`src/rtl/hazard_scoreboard_if.sv`:
```
// Issue-side bundle between the OF stage and the hazard scoreboard.
// The master drives the issuing instruction; the slave returns forwarding and stall decisions.
interface hazard_scoreboard_if #(
    parameter int NREGS = 16,
    parameter int AW    = 4,
    parameter int DEPTH = 3,
    parameter int CNT_W = 16
);
    localparam int SW = $clog2(DEPTH + 1);

    logic             issue_valid;
    logic             issue_we;
    logic [AW-1:0]    issue_rd;
    logic             issue_ld;
    logic             src1_valid;
    logic [AW-1:0]    src1;
    logic             src2_valid;
    logic [AW-1:0]    src2;
    logic             flush;
    logic             stall;
    logic [SW-1:0]    fwd1_sel;
    logic [SW-1:0]    fwd2_sel;
    logic [NREGS-1:0] busy_vec;
    logic [CNT_W-1:0] stall_cnt;

    modport master (
        output issue_valid, issue_we, issue_rd, issue_ld,
        output src1_valid, src1, src2_valid, src2, flush,
        input  stall, fwd1_sel, fwd2_sel, busy_vec, stall_cnt
    );

    modport slave (
        input  issue_valid, issue_we, issue_rd, issue_ld,
        input  src1_valid, src1, src2_valid, src2, flush,
        output stall, fwd1_sel, fwd2_sel, busy_vec, stall_cnt
    );
endinterface

```
`src/rtl/hazard_scoreboard.sv`:
```
// In-flight destination tracker: per-source forwarding select, load-use stall,
// busy-register vector and a saturating stall-cycle counter.
module hazard_scoreboard #(
    parameter int NREGS       = 16,
    parameter int AW          = 4,
    parameter int DEPTH       = 3,
    parameter int LD_READY    = 1,
    parameter int ZERO_REG_EN = 0,
    parameter int CNT_W       = 16
) (
    input  logic             clk,
    input  logic             rst,
    hazard_scoreboard_if.slave bus
);
    localparam int SW = $clog2(DEPTH + 1);

    logic [DEPTH:1]   ent_v;
    logic [DEPTH:1]   ent_ld;
    logic [AW-1:0]    ent_rd [1:DEPTH];
    logic [CNT_W-1:0] stall_cnt;
    logic             stall_now;
    logic [SW-1:0]    sel1;
    logic [SW-1:0]    sel2;
    logic             ld1;
    logic             ld2;
    logic             zero1;
    logic             zero2;
    logic [NREGS-1:0] busy;

    assign zero1 = (ZERO_REG_EN != 0) && (bus.src1 == '0);
    assign zero2 = (ZERO_REG_EN != 0) && (bus.src2 == '0);

    // Scan oldest to youngest so the last hit written is the youngest writer.
    always_comb begin
        sel1 = '0;
        sel2 = '0;
        ld1  = 1'b0;
        ld2  = 1'b0;
        for (int k = DEPTH; k >= 1; k--) begin
            if (bus.src1_valid && bus.issue_valid && ent_v[k] &&
                ent_rd[k] == bus.src1 && !zero1) begin
                sel1 = SW'(k);
                ld1  = ent_ld[k];
            end
            if (bus.src2_valid && bus.issue_valid && ent_v[k] &&
                ent_rd[k] == bus.src2 && !zero2) begin
                sel2 = SW'(k);
                ld2  = ent_ld[k];
            end
        end
    end

    always_comb begin
        stall_now = 1'b0;
        if (bus.issue_valid && !bus.flush) begin
            if (ld1 && int'(sel1) <= LD_READY)
                stall_now = 1'b1;
            if (ld2 && int'(sel2) <= LD_READY)
                stall_now = 1'b1;
        end
    end

    always_comb begin
        busy = '0;
        for (int k = 1; k <= DEPTH; k++) begin
            if (ent_v[k])
                busy[ent_rd[k]] = 1'b1;
        end
    end

    always_ff @(posedge clk or negedge rst) begin
        if (!rst) begin
            ent_v     <= '0;
            ent_ld    <= '0;
            for (int k = 1; k <= DEPTH; k++)
                ent_rd[k] <= '0;
            stall_cnt <= '0;
        end else begin
            // A stalled or flushed issue enters the pipe as a bubble.
            ent_v[1]  <= bus.issue_valid & bus.issue_we & ~stall_now & ~bus.flush;
            ent_rd[1] <= bus.issue_rd;
            ent_ld[1] <= bus.issue_ld;
            for (int k = 2; k <= DEPTH; k++) begin
                ent_v[k]  <= ent_v[k-1];
                ent_rd[k] <= ent_rd[k-1];
                ent_ld[k] <= ent_ld[k-1];
            end
            if (stall_now && stall_cnt != '1)
                stall_cnt <= stall_cnt + 1'b1;
        end
    end

    assign bus.stall     = stall_now;
    assign bus.fwd1_sel  = sel1;
    assign bus.fwd2_sel  = sel2;
    assign bus.busy_vec  = busy;
    assign bus.stall_cnt = stall_cnt;
endmodule
```
`src/flat_wrapper.sv`:
```
// flat-port wrapper written by rule: the top's interface ports become plain ports
module hazard_scoreboard_flat 
#(
    parameter int NREGS       = 16,
    parameter int AW          = 4,
    parameter int DEPTH       = 3,
    parameter int LD_READY    = 1,
    parameter int ZERO_REG_EN = 0,
    parameter int CNT_W       = 16
)
  (clk, rst, bus_issue_valid, bus_issue_we, bus_issue_rd, bus_issue_ld, bus_src1_valid, bus_src1, bus_src2_valid, bus_src2, bus_flush, bus_stall, bus_fwd1_sel, bus_fwd2_sel, bus_busy_vec, bus_stall_cnt);
  hazard_scoreboard_if #(.NREGS(NREGS), .AW(AW), .DEPTH(DEPTH), .CNT_W(CNT_W)) bus_i ();
  input  logic clk;
  input  logic rst;
  input wire logic [$bits(bus_i.issue_valid)-1:0] bus_issue_valid;
  input wire logic [$bits(bus_i.issue_we)-1:0] bus_issue_we;
  input wire logic [$bits(bus_i.issue_rd)-1:0] bus_issue_rd;
  input wire logic [$bits(bus_i.issue_ld)-1:0] bus_issue_ld;
  input wire logic [$bits(bus_i.src1_valid)-1:0] bus_src1_valid;
  input wire logic [$bits(bus_i.src1)-1:0] bus_src1;
  input wire logic [$bits(bus_i.src2_valid)-1:0] bus_src2_valid;
  input wire logic [$bits(bus_i.src2)-1:0] bus_src2;
  input wire logic [$bits(bus_i.flush)-1:0] bus_flush;
  output wire logic [$bits(bus_i.stall)-1:0] bus_stall;
  output wire logic [$bits(bus_i.fwd1_sel)-1:0] bus_fwd1_sel;
  output wire logic [$bits(bus_i.fwd2_sel)-1:0] bus_fwd2_sel;
  output wire logic [$bits(bus_i.busy_vec)-1:0] bus_busy_vec;
  output wire logic [$bits(bus_i.stall_cnt)-1:0] bus_stall_cnt;
  assign bus_i.issue_valid = bus_issue_valid;
  assign bus_i.issue_we = bus_issue_we;
  assign bus_i.issue_rd = bus_issue_rd;
  assign bus_i.issue_ld = bus_issue_ld;
  assign bus_i.src1_valid = bus_src1_valid;
  assign bus_i.src1 = bus_src1;
  assign bus_i.src2_valid = bus_src2_valid;
  assign bus_i.src2 = bus_src2;
  assign bus_i.flush = bus_flush;
  assign bus_stall = bus_i.stall;
  assign bus_fwd1_sel = bus_i.fwd1_sel;
  assign bus_fwd2_sel = bus_i.fwd2_sel;
  assign bus_busy_vec = bus_i.busy_vec;
  assign bus_stall_cnt = bus_i.stall_cnt;
  hazard_scoreboard #(.NREGS(NREGS), .AW(AW), .DEPTH(DEPTH), .LD_READY(LD_READY), .ZERO_REG_EN(ZERO_REG_EN), .CNT_W(CNT_W)) u_core (.clk(clk), .rst(rst), .bus(bus_i));
endmodule
```
`config.mk`:
```
export PLATFORM = sky130hd
export DESIGN_NAME = hazard_scoreboard_flat
export DESIGN_NICKNAME = d
export VERILOG_FILES = /design/src/rtl/hazard_scoreboard_if.sv /design/src/rtl/hazard_scoreboard.sv /design/src/flat_wrapper.sv
export SDC_FILE = /design/constraint.sdc
export NUM_CORES = 1
export LEC_CHECK = 0
export ABC_AREA = 1
export BUFFER_PORTS_ARGS = -buffer_cell sky130_fd_sc_hd__buf_2
export CORE_MARGIN = 2
export CORE_UTILIZATION = 54
export CTS_CLUSTER_SIZE = 25
export DETAILED_ROUTE_END_ITERATION = 8
export PLACE_DENSITY = 0.81
export SKIP_LAST_GASP = 1
export SLEW_MARGIN = 10
export SYNTH_ARGS = -nofsm -noshare
export SYNTH_HDL_FRONTEND = slang
export SYNTH_SLANG_ARGS = --single-unit
```
`constraint.sdc`:
```
create_clock -name clk -period 2.2 [get_ports clk]
set_input_delay 0.11 -clock clk [delete_from_list [all_inputs] [get_ports clk]]
set_output_delay 0.11 -clock clk [all_outputs]
set_load 0.01 [all_outputs]
```
==> results of run 1 <==
[report_power, final]
group | internal (W) | total, W | switching (W)
Clock | 0.000336 | 0.000545 | 0.000209
Combinational | 0.0000619 | 0.000183 | 0.000121
Sequential | 0.000604 | 0.000632 | 0.0000288
[what timing repair did]
item	4_1_cts	5_1_grt
endpoints found under the hold margin	37	0
gates resized for setup	0	0
hold buffers	6	0
[cell type report]
class / count / area [um^2]
timing repair buffer: 65 / 363
sequential: 32 / 801
inverter: 36 / 135
multi-input combinational: 302 / 1500
clock inverter: 2 / 35.0
fill: 389 / 1410
clock buffer: 6 / 72.6
tap: 52 / 65.1
[worst paths after layout]
path / end / slack, ns / depth (start not counted)
setup / recovery: bus_fwd2_sel[1] / 0.25 / 6
hold / removal: u_core.ent_v[1]$_DFF_PN0_ / 0.05 / 3
setup reg to reg: u_core.bus.stall_cnt[13]$_DFFE_PN0P_ / 0.33 / 9
hold reg to reg: u_core.ent_v[2]$_DFF_PN0_ / 0.47 / 0
max in group asynchronous: u_core.bus.stall_cnt[10]$_DFFE_PN0P_ / 1.36 / 2
min in group asynchronous: u_core.bus.stall_cnt[11]$_DFFE_PN0P_ / 0.40 / 2
[metal layers]
layer | GRT usage [%] | vias up | wire (um)
met5 | 0 | - | 0
met4 | 8.39 | 0 | 91
met3 | 6.47 | 18 | 745
met2 | 42.0 | 157 | 3010
met1 | 42.6 | 1270 | 3070
li1 | - | 1374 | -
[synth_stat cells]
cell type / number
sky130_fd_sc_hd__a21boi_0: 2
sky130_fd_sc_hd__a21oi_1: 2
sky130_fd_sc_hd__a32oi_1: 3
sky130_fd_sc_hd__and2_1: 1
sky130_fd_sc_hd__buf_2: 3
sky130_fd_sc_hd__buf_4: 1
sky130_fd_sc_hd__buf_6: 1
sky130_fd_sc_hd__clkbuf_1: 2
sky130_fd_sc_hd__dfrtp_1: 32
sky130_fd_sc_hd__ha_1: 1
sky130_fd_sc_hd__inv_1: 31
sky130_fd_sc_hd__inv_2: 5
sky130_fd_sc_hd__nand2_1: 124
sky130_fd_sc_hd__nand2_2: 2
sky130_fd_sc_hd__nand2_4: 1
sky130_fd_sc_hd__nand3_1: 53
sky130_fd_sc_hd__nand3_4: 1
sky130_fd_sc_hd__nand3b_1: 1
sky130_fd_sc_hd__nand4_1: 24
sky130_fd_sc_hd__nand4_2: 2
sky130_fd_sc_hd__nand4_4: 1
sky130_fd_sc_hd__nor2_1: 45
sky130_fd_sc_hd__nor2_2: 5
sky130_fd_sc_hd__nor2_4: 3
sky130_fd_sc_hd__nor3_1: 8
sky130_fd_sc_hd__nor3_2: 1
sky130_fd_sc_hd__nor4_1: 5
sky130_fd_sc_hd__o21ai_0: 2
sky130_fd_sc_hd__or2_2: 1
sky130_fd_sc_hd__xnor2_1: 7
sky130_fd_sc_hd__xor2_1: 7
[through the flow]
| stage | setup WS [ns] | hold WS (ns) |
|---|---|---|
| after global routing | 0.0594 | 0.0557 |
| final | 0.246 | 0.0460 |
| after detailed placement | 0.383 | 0.192 |
| after global placement | 0.446 | 0.188 |
| after CTS | 0.257 | 0.0379 |
| after floorplan | 0.565 | -0.186 |
[cell families after synthesis]
kind of cell               after synthesis
DFF                                     32
xor gates and xnor gates                14
buffers and inverters                   43
adders and majority gates                1
and+or+nand+nor                        278
AOI/OAI and AO/OA                        9
[sequential cells by signal (all words and copies together) (netlist names)]
register,cells
u_core.bus.stall_cnt,16
u_core.ent_ld,1
u_core.ent_rd,12
u_core.ent_v,3
[critical path, delay by kind of cell, from the launching register on]
| kind | cells | cell delay [ns] |
|---|---|---|
| flip-flops | 1 | 0.47 |
| AO/OA/AOI/OAI | 1 | 0.15 |
| buffers and inverters | 2 | 0.29 |
| AND/OR/NAND/NOR | 3 | 0.64 |
==> flow_summary.rst, run 1 <==
.. list-table::
   :header-rows: 1

   * - Metric
     - Value
   * - Status
     - finished, final reports clean
   * - Setup repair after global routing missed its margin
     - no
   * - Overall routed net length
     - 6920 um
   * - Transition time at the pin with the least slew margin
     - a little under 0.7 ns
   * - Number of non-filler instances in the completed layout
     - 495
   * - Seq/Total Area, Yosys
     - about 32%
   * - Starting utilization of the core area
     - 56.5%
   * - Cell area power density
     - 458 mW/mm^2
   * - Clock skew after layout
     - 0.00776 ns
   * - Multiplexer share of the synthesized area
     - 0%
   * - Die extent in x
     - 71.7 um
   * - Number of nets with antenna violations after detailed routing
     - 0
   * - Launch point of the critical path
     - u_core.ent_rd[4]$_DFF_PN0_
   * - Vias/cell
     - approximately 5.7
   * - Final total negative setup slack
     - 0 ns
   * - Worst Setup Start Kind
     - flop
   * - Row Count
     - 24
   * - Syn Std Cell Area
     - between 0.002 and 0.0025 mm^2
   * - Max cap viols
     - 0
   * - Clock tree from TritonCTS
     - built
   * - Number of clock sinks
     - 32
   * - Largest voltage drop on the vdd net
     - 0.000418 V
   * - Total of flip-flops plus latches after synthesis
     - 32
   * - Share of final-layout standard cells stronger than drive strength 1
     - 19.9%
   * - XOR/XNOR share of the synthesized area
     - 4.95%
   * - CTS root buf
     - sky130_fd_sc_hd__clkbuf_8
   * - Diode count
     - 0
   * - Quantity of I/O buffers inserted on ports
     - 56
   * - Total congestion overflow after global routing
     - 0
   * - DRC violations left
     - 0
   * - Count of TritonRoute iterations in the first routing pass
     - 6
   * - Estimated wirelength of the detail-placed design
     - between 5000 and 6000 um
   * - Source of the worst register-to-register timing path
     - u_core.bus.stall_cnt[0]$_DFFE_PN0P_
   * - Most common library cell in the layout ignoring fill and taps
     - sky130_fd_sc_hd__nand2_1
   * - Yosys synthesis warning count
     - 0
   * - Top-level port count
     - 57
   * - Post-synthesis compound-gate area fraction
     - between 2 and 2.5%
   * - Arrival @ worst endpoint
     - about 1.8 ns
   * - Cells along the critical path
     - inv_1 > nor2_1 > nor4_1 > nand3_1 > a21oi_1 > buf_2
   * - Vias in the first global route
     - 2499
   * - Reported leakage power
     - 1.59 nW
   * - Fin. max-slew vios
     - 0
   * - Hold_sp
     - bus_issue_we
   * - GRT Overall Usage
     - about 29%
   * - Share of the clock period used by the worst path
     - 88.8%
   * - Core occupancy in the finished layout
     - 67.8%
   * - Synth top area share
     - between 30% and 40%
   * - Number of unique standard cell types used by synthesis
     - 31
   * - Die outline area
     - approximately 0.0051 mm^2
   * - Classification of the worst-slack hold path
     - in -> reg
   * - Clock tree buffer depth
     - 2
   * - TritonCTS buffer count
     - 5
   * - Top achievable clock speed
     - 0.512 GHz
   * - Critical-path maximum fanout
     - 7
   * - Worst max-slew margin expressed relative to the limit
     - 54.7%
   * - Main combinational cell family by area after synthesis
     - simple AND/OR/NAND/NOR gates
   * - Count of buffers added by post-CTS timing repair for setup
     - 0
   * - Antenna violations before repair
     - 0
   * - Area growth from synthesis to layout
     - 19.9%
   * - Commonest cells after routing, fill and taps aside
     - sky130_fd_sc_hd__nand2_1, sky130_fd_sc_hd__buf_2, sky130_fd_sc_hd__nand3_1
   * - Die height
     - 71.7 um
   * - Maximum level of the CTS H-tree
     - 2
   * - Area fraction in and, or, nand and nor cells after synthesis
     - 52.6%
   * - Min cycle time layout
     - 1.95 ns
   * - Total of endpoints with negative setup slack in the final report
     - 0
   * - Slowest cell delay on critical path
     - 0.47 ns
   * - Syn nets
     - between 300 and 400
   * - Initial drt markers
     - 435
   * - Placed cells
     - between 400 and 500
   * - Clk pin slew, worst setup/hold paths
     - 0.07 ns
   * - Synth Area in Adders
     - 0.505%
   * - Maximum number of pins on one net before global-route repair
     - 33
   * - Area inside the core boundary
     - approximately 0.0044 mm^2
   * - Cell taking the most area after synthesis
     - sky130_fd_sc_hd__dfrtp_1
   * - Critical path required time
     - around 2.1 ns
   * - Final-report hold violation count
     - 0
   * - Leading post-synthesis cells by cell area
     - sky130_fd_sc_hd__dfrtp_1, sky130_fd_sc_hd__nand2_1, sky130_fd_sc_hd__nand3_1
   * - CP endpoint kind
     - output port
   * - Design Area, Final
     - 0.00297 mm^2
   * - First-pass GRT wire length
     - 11700 um
   * - Total power of the final layout
     - 0.00136 W
   * - Synthesized netlist cell count
     - 377
   * - Type of the worst setup path
     - reg -> out
   * - Post-placement cell area
     - ~0.0028 mm^2
   * - Final #Nets
     - between 400 and 500
   * - Total number of vias
     - between 2000 and 3000
   * - Synthesized area per cell
     - ~6.6 um^2
   * - Avg WL per Cell
     - 14.0 um
   * - Final GP Congestion
     - 0.986
   * - Insertion delay of the later-clocked pin in the worst-skew pair
     - 0.28 ns
   * - Library cell contributing the largest single delay on the critical path
     - sky130_fd_sc_hd__dfrtp_1
(Power assumes the default switching activity.)
==> inputs of run 2 (changes only) <==
- CORE_MARGIN: 2 -> 5
==> run 2 against run 1 <==
  * Critical path depth did not move
  * Critical endpoint unchanged
  * Core utilization shrank 0.38 points
  * Critical path type unchanged
  * Combinational power is essentially flat
  * Global-route usage decreased by 4.1 points
  * Highest routed layer unchanged
==> flow_summary.rst, run 2 (synthesized netlist as in run 1, its figures left out) <==
.. list-table::
   :header-rows: 1

   * - Metric
     - Value
   * - Total of endpoints with negative setup slack in the final report
     - 0 (unchanged)
   * - Vias/cell
     - 5.67 (-0.43%)
   * - Top-level port count
     - 57 (unchanged)
   * - Insertion delay of the later-clocked pin in the worst-skew pair
     - 0.30 ns (+0.02 ns)
   * - Total congestion overflow after global routing
     - 0 (unchanged)
   * - Count of fill cells added during filler insertion
     - 385 (-1.0%)
   * - Area of combinational cells with multiple inputs
     - 0.00150 mm^2 (unchanged)
   * - Source of the worst register-to-register timing path
     - u_core.bus.stall_cnt[0]$_DFFE_PN0P_
   * - Final critical-path setup slack
     - 0.203 ns (-0.0431 ns)
   * - Die extent in x
     - 77.7 um (+8.4%)
   * - Maximum number of pins on one net before global-route repair
     - 33 (unchanged)
   * - Initial drt markers
     - 276 (-37%)
   * - Hold_sp
     - bus_issue_we
   * - Maximum level of the CTS H-tree
     - 2 (unchanged)
   * - Worst hold-check slack
     - 0.0462 ns (+0.000164 ns)
   * - Reg2Reg Depth
     - 9 (unchanged)
   * - Row Count
     - 24 (unchanged)
   * - Top achievable clock speed
     - 0.501 GHz (-2.2%)
   * - Share of the clock period used by the worst path
     - 90.8% (+2.0 points)
   * - Final total negative setup slack
     - 0 ns (unchanged)
   * - Final-report hold violation count
     - 0 (unchanged)
   * - Worst hold endpoint
     - u_core.ent_v[1]$_DFF_PN0_
   * - CP endpoint kind
     - output port
   * - Commonest cells after routing, fill and taps aside
     - sky130_fd_sc_hd__nand2_1, sky130_fd_sc_hd__buf_2, sky130_fd_sc_hd__nand3_1
   * - Min cycle time layout
     - 2.00 ns (+0.0431 ns)
   * - Quantity of I/O buffers inserted on ports
     - 56 (unchanged)
   * - Total number of vias
     - 2807 (-0.43%)
   * - Critical-path maximum fanout
     - 7 (unchanged)
   * - Setup repair after global routing missed its margin
     - no
   * - Reg with most FFs
     - u_core.bus.stall_cnt
   * - Post-CTS Resized
     - 0 (unchanged)
   * - Final #Nets
     - 463 (unchanged)
   * - Clock tree buffer depth
     - 2 (unchanged)
   * - Share of final-layout standard cells stronger than drive strength 1
     - 20.1% (+0.23 points)
   * - Vias in the first global route
     - 2587 (+3.5%)
   * - Total power of the final layout
     - 0.00138 W (+1.6%)
   * - Diode count
     - 0 (unchanged)
   * - Number of nets with antenna violations after detailed routing
     - 0 (unchanged)
   * - GRT Overall Usage
     - 24.6% (-4.1 points)
   * - Post-placement cell area
     - 0.00280 mm^2 (unchanged)
   * - Cell area power density
     - 464 mW/mm^2 (+1.4%)
   * - Setup slack of the most critical reg-to-reg path
     - 0.30 ns (-0.03 ns)
   * - Overall routed net length
     - 7240 um (+4.6%)
   * - Clk pin slew, worst setup/hold paths
     - 0.07 ns (about the same)
   * - Worst max-slew margin expressed relative to the limit
     - 52.9% (-1.7 points)
   * - Most common library cell in the layout ignoring fill and taps
     - sky130_fd_sc_hd__nand2_1
   * - Avg WL per Cell
     - 14.6 um (+4.6%)
   * - Die outline area
     - 0.00604 mm^2 (+17%)
   * - CTS root buf
     - sky130_fd_sc_hd__clkbuf_8
   * - Max cap viols
     - 0 (unchanged)
   * - Design Area, Final
     - 0.00298 mm^2 (+0.13%)
   * - Reported leakage power
     - 1.59 nW (about the same)
   * - Worst Setup Start Kind
     - flop
   * - Fin. max-slew vios
     - 0 (unchanged)
   * - Count of TritonRoute iterations in the first routing pass
     - 5 (-1)
   * - Destination of the worst register-to-register timing path
     - u_core.bus.stall_cnt[9]$_DFFE_PN0P_
   * - Critical path required time
     - 2.09 ns (about the same)
   * - DRC violations left
     - 0 (unchanged)
   * - Estimated wirelength of the detail-placed design
     - 5430 um (+5.1%)
   * - Type of the worst setup path
     - reg -> out
   * - Status
     - finished, final reports clean
   * - Largest voltage drop on the vdd net
     - 0.000459 V (+9.8%)
   * - Final GP Congestion
     - 0.950 (-3.7%)
   * - Setup slack after placement
     - 0.349 ns (-0.0341 ns)
   * - First-pass GRT wire length
     - 12300 um (+5.0%)
   * - Hold depth
     - 3 (unchanged)
   * - Registers with the highest flip-flop counts
     - u_core.bus.stall_cnt (16), u_core.ent_rd (12), u_core.ent_v (3)
   * - Die height
     - 77.7 um (+8.4%)
   * - Classification of the worst-slack hold path
     - in -> reg
   * - Flip-flop count of the largest register, all copies and words added
     - 16 (unchanged)
   * - Area inside the core boundary
     - 0.00441 mm^2 (+0.68%)
   * - Clock tree from TritonCTS
     - built
   * - Arrival @ worst endpoint
     - 1.89 ns (+0.05 ns)
   * - Clock skew after layout
     - 0.0155 ns (+0.00771 ns)
   * - Sequential cell area in the final layout
     - 801 um^2 (unchanged)
   * - Antenna violations before repair
     - 0 (unchanged)
   * - Starting utilization of the core area
     - 56.1% (-0.38 points)
   * - Transition time at the pin with the least slew margin
     - 0.706 ns (+0.0261 ns)
   * - Number of clock sinks
     - 32 (unchanged)
   * - Area growth from synthesis to layout
     - 20.1%
   * - TritonCTS buffer count
     - 5 (unchanged)
[run 2: cell types whose count changed in the layout (fill, tap and decap cells not counted), sizes merged]
cell,change
clkinvlp,+1
clkbuf,-1
[run 2: area by class of cell]
type / instances / area share, %
flip-flops and latches: 32 / 26.9
multi-input cells: 302 / 50.4
inverters: 36 / 4.54
well taps: 52 / 2.19
clock inverters: 3 / 1.43
repair buffers: 65 / 12.2
clock buffers: 5 / 2.31
[run 2: layer usage]
metal / routed length (um) / track usage, %
met1: 3350 / 36.1
met2: 3260 / 37.7
met3: 556 / 4.63
met4: 63 / 5.33
met5: 0 / 0
[run 2: critical path: stages (launching register included)]
cell and delay, ns:
sky130_fd_sc_hd__dfrtp_1 0.47, sky130_fd_sc_hd__inv_1 0.15, sky130_fd_sc_hd__nor2_1 0.05, sky130_fd_sc_hd__nor4_1 0.44
sky130_fd_sc_hd__nand3_1 0.18, sky130_fd_sc_hd__a21oi_1 0.16, sky130_fd_sc_hd__buf_2 0.14
[run 2: worst max path at each step]
stage	start	cells after the start	to
2_1_floorplan	u_core.bus.stall_cnt[0]$_DFFE_PN0P_	9	u_core.bus.stall_cnt[11]$_DFFE_PN0P_
3_3_place_gp	u_core.bus.stall_cnt[0]$_DFFE_PN0P_	9	u_core.bus.stall_cnt[15]$_DFFE_PN0P_
3_5_place_dp	u_core.bus.stall_cnt[0]$_DFFE_PN0P_	9	u_core.bus.stall_cnt[9]$_DFFE_PN0P_
4_1_cts	u_core.ent_rd[4]$_DFF_PN0_	6	bus_fwd2_sel[1]
5_1_grt	u_core.ent_rd[4]$_DFF_PN0_	6	bus_fwd2_sel[1]
6_report	u_core.ent_rd[4]$_DFF_PN0_	6	bus_fwd2_sel[1]
[run 2: what timing repair did]
action,4_1_cts,5_1_grt
endpoints found under the setup margin,0,0
hold endpoints to repair,37,0
buffers inserted,0,0
hold buffers,6,0
[run 2: stage by stage]
stage	cells	utilization, %
floorplan	377	-
global placement	481	63.5
detailed placement	481	63.5
CTS	495	67.4
global route	495	67.4
finish	495	67.4
[run 2: power breakdown]
group	switching, W	leakage, nW	internal, W	total (W)
clock network	0.000232	0.0541	0.000335	0.000567
logic	0.000121	1.12	0.0000619	0.000183
registers	0.0000283	0.415	0.000603	0.000632
